## src/rtl/dilated_tap_cache_if.sv

```systemverilog
// Sample/tap bus between the activation source, dilated_tap_cache and the dot product stage.
// Handshake: `in` is taken on any cycle with in_v && in_rdy. An in_v while in_rdy is low drops the sample and raises ovf.
// out_v is a single-cycle pulse that qualifies `a`, and `a` stays stable until the next pulse.
interface dilated_tap_cache_if #(
  parameter int W = 16
);
  logic signed [W-1:0] in;
  logic                in_v;
  logic                in_rdy;
  logic signed [W-1:0] a [0:3];
  logic                out_v;
  logic                ovf;

  modport master (output in, in_v, input in_rdy, a, out_v, ovf);
  modport slave  (input in, in_v, output in_rdy, a, out_v, ovf);
endinterface

```

## src/rtl/dilated_tap_cache.sv

```systemverilog
// Ring buffer of the last 3*DILATION+1 samples. Each emit presents the taps x[t-3D], x[t-2D], x[t-D], x[t] and holds them for HOLD_CYCLES.
// Optional causal zero padding: define DILATED_TAP_CACHE_ZERO_PAD_EN.
module dilated_tap_cache #(
  parameter int W           = 16,
  parameter int DILATION    = 2,
  parameter int HOLD_CYCLES = 5
) (
  input  logic              clk,
  input  logic              rst_n,
  dilated_tap_cache_if.slave bus,
  output logic [1:0]        dbg_state
);
  localparam int N  = 3 * DILATION + 1;
  localparam int PW = $clog2(N);
  localparam int CW = $clog2(N + 1);
  localparam int HW = (HOLD_CYCLES > 1) ? $clog2(HOLD_CYCLES) : 1;

  typedef enum logic [1:0] {
    FILL = 2'd0,
    RUN  = 2'd1,
    HOLD = 2'd2
  } state_t;

  state_t              state_q, state_d;
  logic [HW-1:0]       hold_q, hold_d;
  logic [PW-1:0]       wr_ptr;
  logic [CW-1:0]       fill_cnt, fill_inc;
  logic                out_v_q, ovf_q, emit, accept;
  logic signed [W-1:0] mem [0:N-1];
  logic signed [W-1:0] a_q [0:3];
  logic signed [W-1:0] tap [0:3];
  logic [PW:0]         rd_sum  [1:3];
  logic [PW-1:0]       rd_addr [1:3];

  assign bus.in_rdy = (state_q != HOLD);
  assign bus.out_v  = out_v_q;
  assign bus.ovf    = ovf_q;
  assign bus.a      = a_q;
  assign dbg_state  = state_q;

  assign accept   = bus.in_v && bus.in_rdy;
  assign fill_inc = (fill_cnt == CW'(N)) ? fill_cnt : fill_cnt + CW'(1);

  // Read-before-write tap gather. The k=3 address is wr_ptr+1 and never aliases the slot being written.
  always_comb begin
    tap[3] = bus.in;
    for (int k = 1; k <= 3; k++) begin
      rd_sum[k] = {1'b0, wr_ptr} + (PW+1)'(N - k * DILATION);
      if (rd_sum[k] >= (PW+1)'(N)) rd_addr[k] = PW'(rd_sum[k] - (PW+1)'(N));
      else                         rd_addr[k] = rd_sum[k][PW-1:0];
      tap[3-k] = mem[rd_addr[k]];
`ifdef DILATED_TAP_CACHE_ZERO_PAD_EN
      // Tap k holds real data only once at least k*D samples precede the current one.
      if (k * DILATION > int'(fill_cnt)) tap[3-k] = '0;
`endif
    end
  end

  always_comb begin
    state_d = state_q;
    hold_d  = hold_q;
    emit    = 1'b0;
    case (state_q)
      FILL: begin
        if (accept) begin
`ifdef DILATED_TAP_CACHE_ZERO_PAD_EN
          emit = 1'b1;
`else
          emit = (fill_inc == CW'(N));
`endif
        end
      end
      RUN:  emit = accept;
      HOLD: begin
        if (hold_q == '0) state_d = RUN;
        else              hold_d  = hold_q - HW'(1);
      end
      default: state_d = FILL;
    endcase
    // The out_v cycle is the first of the HOLD_CYCLES frozen cycles.
    if (emit) begin
      state_d = HOLD;
      hold_d  = HW'(HOLD_CYCLES - 1);
    end
  end

  always_ff @(posedge clk or negedge rst_n) begin
    if (!rst_n) begin
      state_q  <= FILL;
      hold_q   <= '0;
      wr_ptr   <= '0;
      fill_cnt <= '0;
      out_v_q  <= 1'b0;
      ovf_q    <= 1'b0;
      for (int i = 0; i < 4; i++) a_q[i] <= '0;
    end else begin
      state_q <= state_d;
      hold_q  <= hold_d;
      out_v_q <= emit;
      if (bus.in_v && !bus.in_rdy) ovf_q <= 1'b1;
      if (accept) begin
        wr_ptr   <= (wr_ptr == PW'(N - 1)) ? '0 : wr_ptr + PW'(1);
        fill_cnt <= fill_inc;
      end
      if (emit) begin
        for (int i = 0; i < 4; i++) a_q[i] <= tap[i];
      end
    end
  end

  // Buffer contents are masked by the fill logic, so they need no reset.
  always_ff @(posedge clk) begin
    if (accept) mem[wr_ptr] <= bus.in;
  end
endmodule

```

## src/flat_wrapper.sv

```systemverilog
// flat-port wrapper written by rule: the top's interface ports become plain ports
module dilated_tap_cache_flat 
#(
  parameter int W           = 16,
  parameter int DILATION    = 2,
  parameter int HOLD_CYCLES = 5
)
  (clk, rst_n, dbg_state, bus_in, bus_in_v, bus_in_rdy, bus_a, bus_out_v, bus_ovf);
  dilated_tap_cache_if #(.W(W)) bus_i ();
  input  logic clk;
  input  logic rst_n;
  output logic [1:0] dbg_state;
  input wire logic [$bits(bus_i.in)-1:0] bus_in;
  input wire logic [$bits(bus_i.in_v)-1:0] bus_in_v;
  output wire logic [$bits(bus_i.in_rdy)-1:0] bus_in_rdy;
  output wire logic [$bits(bus_i.a)-1:0] bus_a;
  output wire logic [$bits(bus_i.out_v)-1:0] bus_out_v;
  output wire logic [$bits(bus_i.ovf)-1:0] bus_ovf;
  assign bus_i.in = bus_in;
  assign bus_i.in_v = bus_in_v;
  assign bus_in_rdy = bus_i.in_rdy;
  assign bus_a = {>>{bus_i.a}};
  assign bus_out_v = bus_i.out_v;
  assign bus_ovf = bus_i.ovf;
  dilated_tap_cache #(.W(W), .DILATION(DILATION), .HOLD_CYCLES(HOLD_CYCLES)) u_core (.clk(clk), .rst_n(rst_n), .bus(bus_i), .dbg_state(dbg_state));
endmodule
```

## config.mk

```make
export PLATFORM = sky130hd
export DESIGN_NAME = dilated_tap_cache_flat
export DESIGN_NICKNAME = d
export VERILOG_FILES = /design/src/rtl/dilated_tap_cache_if.sv /design/src/rtl/dilated_tap_cache.sv /design/src/flat_wrapper.sv
export SDC_FILE = /design/constraint.sdc
export NUM_CORES = 1
export LEC_CHECK = 0
export BUFFER_PORTS_ARGS = -buffer_cell sky130_fd_sc_hd__buf_4
export CORE_MARGIN = 8
export CORE_UTILIZATION = 65
export DETAILED_ROUTE_END_ITERATION = 6
export PLACE_DENSITY_LB_ADDON = 0.05
export SLEW_MARGIN = 5
export SYNTH_ARGS = -nofsm -noshare
export SYNTH_HDL_FRONTEND = slang
export SYNTH_SLANG_ARGS = --single-unit
```

## constraint.sdc

```tcl
create_clock -name clk -period 8.2 [get_ports clk]
set_input_delay 0.82 -clock clk [delete_from_list [all_inputs] [get_ports clk]]
set_output_delay 0.82 -clock clk [all_outputs]
set_load 0.05 [all_outputs]
```

; ---- After elaboration in Yosys (flattened, before gate mapping)
; Memories as Yosys holds them, arrays and structs flattened. A register that Yosys moved wholly into a read port is not among the register bits.
; Index checks and enable logic that the tools add are counted.
[op_classes]
add_sub_neg = 9
n_lt_le_gt_ge = 3
n_eq_ne = 9
muxes = 15
n_reduce_logical = 12
[op_table]
columns = operator, count
row1 = 3-bit two-way mux, 8
row2 = "4-bit by 3-bit greater-or-equal comparator with 1-bit output, second input constant", 3
row3 = "3-bit equality test, second input constant", 3
row4 = "3-bit subtractor, second input constant", 3
row5 = "3-bit by 1-bit adder with 3-bit output, second input constant", 2
row6 = "3-bit by 1-bit adder with 4-bit output, second input constant", 1
row7 = "3-bit by 2-bit adder with 4-bit output, second input constant", 1
row8 = "3-bit by 3-bit adder with 4-bit output, second input constant", 1
row9 = 1-bit zero test, 4
row10 = 2-bit two-way mux, 2
row11 = "2-bit by 1-bit inequality test with 1-bit output, second input constant", 2
row12 = 2-bit one-hot mux with 2 select lines, 1
row13 = 2-bit AND reduction, 2
row14 = 3-bit zero test, 1
row15 = 1-bit two-way mux, 3
row16 = "3-bit by 1-bit inequality test with 1-bit output, second input constant", 1
row17 = "3-bit by 1-bit subtractor with 3-bit output, second input constant", 1
row18 = "2-bit by 1-bit equality test with 1-bit output, second input constant", 1
row19 = "2-bit equality test, second input constant", 1
row20 = 1-bit logical AND, 2
row21 = 2-bit zero test, 1
row22 = "2-bit inequality test, second input constant", 1
row23 = 1-bit one-hot mux with 2 select lines, 1
row24 = 2-bit nonzero test, 1
row25 = 2-bit OR reduction, 1
[totals]
regBits = 29
ram_bits = 112
inputBits = 19
output_inout_bits = 69
wordCells = 56
n_memories = 1
[mem_list]
columns = memory, depth, width, rd, rd_clocked_by_memory_dff, write_ports, line_no
row1 = u_core.mem, 7, 16, 3, 3, 1, dilated_tap_cache.sv:29  ; logic signed [W-1:0] mem [0:N-1];

; ---- Longest topological paths before layout
[logic_depth]
word_depth = 7
ltp_mapped = 12
ltp_nobuf = 7

; ---- Least setup slack after synthesis
; Ideal clock, no wire load.
[synth_timing]
kind = flip-flop to flip-flop
from = reg u_core.state_q[1] (netlist: u_core.dbg_state[1])
to = mem u_core.mem[3][0] (enable)
setup_time_ns = 0.430
arrival_time_ns = 3.097
required_ns = 7.770
slack_ns = 4.672
stages_incl_launch_ff = 5
path_buffers = 0
synth_period_minus_slack_ns = 3.528
path_cell_list = dfrtp_1 -> nor2b_1 -> inv_1 -> nand2_1 -> nor4_1
[synth_via]
elab_chain_len = 4
[synth_lines]
columns = item, line_no
row1 = "start, declared", dilated_tap_cache.sv:24  ; state_t state_q, state_d;
row2 = "start signal, assigned", dilated_tap_cache.sv:97  ; state_q <= state_d;
row3 = 2-bit inequality test, dilated_tap_cache.sv:35  ; assign bus.in_rdy = (state_q != HOLD);
row4 = via bus_in_rdy, flat_wrapper.sv:15  ; output wire logic [$bits(bus_i.in_rdy)-1:0] bus_in_rdy;
row5 = 1-bit logical AND, dilated_tap_cache.sv:41  ; assign accept = bus.in_v && bus.in_rdy;
row6 = 1-bit two-way mux, dilated_tap_cache.sv:113  ; if (accept) mem[wr_ptr] <= bus.in;
row7 = 1-bit two-way mux (implied by the code), dilated_tap_cache.sv:113
row8 = "end, declared", dilated_tap_cache.sv:29
; The timed path passes the listed nets, and every way through them passes these cells.

; ---- Worst setup path in the final report
[layout_timing]
from = reg u_core.wr_ptr[0]
to = reg u_core.a_q (netlist bit u_core.bus.a[29]), read port of u_core.mem
[layout_via]
elab_chain_len = 3
word_cells_on_any_way = 4
cone_classes = 2 x add/sub / 1 x order compare / 1 x mux
[layout_lines]
columns = item, line_no
row1 = "start, declared", dilated_tap_cache.sv:26  ; logic [PW-1:0] wr_ptr;
row2 = "start signal, assigned", dilated_tap_cache.sv:102  ; wr_ptr <= (wr_ptr == PW'(N - 1)) ? '0 : wr_ptr + PW'(1);
row3 = 3-bit by 3-bit adder with 4-bit output *, dilated_tap_cache.sv:48  ; rd_sum[k] = {1'b0, wr_ptr} + (PW+1)'(N - k * DILATION);
row4 = 4-bit by 3-bit greater-or-equal comparator with 1-bit output or 3-bit subtractor (tied branches), dilated_tap_cache.sv:49  ; if (rd_sum[k] >= (PW+1)'(N)) rd_addr[k] = PW'(rd_sum[k] - (PW+1)'(N));
row5 = 3-bit two-way mux *, dilated_tap_cache.sv:49
row6 = "end, declared", dilated_tap_cache.sv:30  ; logic signed [W-1:0] a_q [0:3];
; Mark *: on every way between the ends. The rest lies on a longest branch, timed or not.
; A chain may end at the register's enable or synchronous reset.

==> metrics.txt <==
fin crit period=4.00 ns; Synth Cell Area=0.0105 mm²; final hold violation count=0; RSZ-0062 raised after global routing=no; n_diodes=0; largest net degree at the start of global routing=103; outcome=finished, final reports clean; Post-DP HPWL=21100 µm; vias post-DR=9151; worst path bufs/invs=2; Top-Level Pins=88; Max Root-Sink Buffers=2; Layout Nets=1064; Antenna Nets Post-Route=0; worst clock skew=0.00958 ns; # Post-CTS Setup Buffers=0; Die Y=approximately 140 µm; period utilisation layout=48.8%; CTS tree=yes; Routed wire per std cell=26.2 µm; metal2 WL=14200 µm; Routed WL=33200 µm; drt drc=0; clk sink count=189; Slowest cell on crit path=nor4_4; CP delay by family, top=simple AND/OR/NAND/NOR gates; clock slew at reported path FFs=0.07 ns; Core Area=0.0158 mm²; met1 wire length=13200 µm; DRT Pass-1 Iters=6; vias per inst=7.22; crit path capture type=flip-flop; Total GRT Usage=about a third; synth warn=0; Post-CTS Resized=0; Root Buffer=clkbuf_16; total of max-cap violations=0; vias in the first global route=between 8000 and 9000; max-slew violations=0; crit path DAT=approximately 4.3 ns; Layout area overhead=11.9%; Post-synth EDFFs=112; leading area contributor after synthesis=edfxtp_1; register area share after synthesis=50.3%; layout cell share with drive strength beyond 1=19.7%; fmax=approximately 250 MHz; cts-stage hold buffer count=0; gpl congestion=0.912; setup_tns=0 ns; I/O Buffers=87; CP startpoint kind=flip-flop; Critical Path RT=8.48 ns; crit path from=u_core.wr_ptr[0]; synth top area cells=edfxtp_1 (32%), dfrtp_1 (18%), nand2_1 (5.0%); most frequent cell after synthesis=nand2_1; CP Max Fanout=102; initial drt markers=1758; initial antenna violation count=0; crit-path cells=inv_1 -> ha_2 -> buf_4 -> nor4_4 -> nor2_2 -> o2111ai_1 -> o211ai_1; Mean Syn Cell Area=10.5 µm²; final setup vio count=0; HP Class=in2async; Main synth FF type=edfxtp_1; worst slew pin tran=1.17 ns; Post-Syn Nets=1028; RR Startpoint=u_core.wr_ptr[0]; Async SR Flop Fraction=40.7%; count of different cell masters after synthesis=67; Die ar.=0.0205 mm²; Num CTS Buffers=17; share of the synthesized area in the top cell type=32.0%; Crit Path Class=reg2reg; CTS H-Tree Depth=4; Max transition margin=between 20% and 30%; Starting Density=66.4%; max incr delay on CP=1.09 ns; Mapped Cells=1002; clk_lat worst skew=0.43 ns; die span in x=143 µm; Synth Register Bits=approximately 190; first-pass GRT wire length=approximately 50000 µm; cell row count=46; top sig layer=met4; top cells by count, synth=nand2_1 (141), edfxtp_1 (112), dfrtp_1 (77), o21ai_0 (52), o211ai_1 (46); GRT Residual Overflow=0; Met3 Wirelength=4810 µm
==> cell usage in the layout (no fill, tap or decap), types with 3 or more instances in the layout <==
cell,n
inv_1,6
o2111ai_1,16
o21ai_0,52
mux2i_1,33
a21o_1,3
nor3_4,4
nand4_1,19
nand2_1,141
inv_6,4
o221a_2,16
mux2_2,17
nand3_1,20
ha_1,6
nor2_1,37
edfxtp_1,112
nand2b_1,40
a311o_1,16
o211ai_2,3
buf_4,110
o21bai_1,32
a21oi_1,34
o211ai_1,46
nor3_1,16
o21ai_1,17
o221ai_1,16
clkbuf_16,17
a31oi_1,17
a211oi_1,17
inv_2,3
a311oi_1,32
nor2b_1,3
a22oi_1,16
dfrtp_1,77
==> metrics by stage <==
step                      util [%]  worst slack, ns  instance area, µm²  std cells  hold WS (ns)
after detailed placement      70.8             4.29               11200       1235         0.446
after global routing          74.3             3.99               11800       1267         0.199
final                         74.3             4.20               11800       1267         0.193
after floorplan                  -             4.67               10500       1002         0.459
after CTS                     74.3             4.25               11800       1267         0.187
after global placement        70.8             4.42               11200       1235         0.439
==> cells by family (layout without fill, tap and decap cells) <==
family                   Yosys count  after routing  synth area share (%)
AO/OA/AOI/OAI                    347            347                  24.3
multiplexers                      50             50                  4.96
buffers and inverters            102            151                  4.94
adder cells (fa/ha/maj)            7              7                 0.833
flip-flops                       189            189                  50.3
AND/OR/NAND/NOR                  300            300                  13.7
XOR/XNOR                           7              7                 0.905
==> final timing paths <==
kind	cells after the start	slack (ns)	endpoint
worst max-delay path	7	4.20	u_core.bus.a[29]
max in group asynchronous	2	6.84	u_core.bus.a[16]
worst min-delay path	1	0.19	u_core.hold_q[2]
worst max register to register	7	4.20	u_core.bus.a[29]
worst min register to register	1	0.46	u_core.bus.ovf
min in group clk	1	0.46	u_core.bus.ovf
==> registers in the layout, summed over array words and instances, names as in the netlist <==
| register | cells |
|---|---|
| u_core.fill_cnt | 3 |
| u_core.dbg_state | 2 |
| u_core.mem | 112 |
| u_core.hold_q | 3 |
| u_core.wr_ptr | 3 |
| u_core.bus.a | 64 |
| u_core.bus.ovf | 1 |
| u_core.bus.out_v | 1 |
==> cell type report <==
type	instances	area, µm²
sequential	189	5290
tap	216	270
clock inverter	13	115
fill	1132	4070
timing repair buffer	110	826
inverter	9	33.8
clock buffer	19	433
multi-input combinational	711	4790
==> per-layer routing <==
layer,vias up,GRT usage (%)
li1,3929,-
met1,4299,45.4
met2,810,47.3
met3,113,10.2
met4,0,10.8
met5,-,0
Power is left out: the tool's default activity adds up to more than one toggle a clock period on the data nets, which glitch-free logic cannot reach.
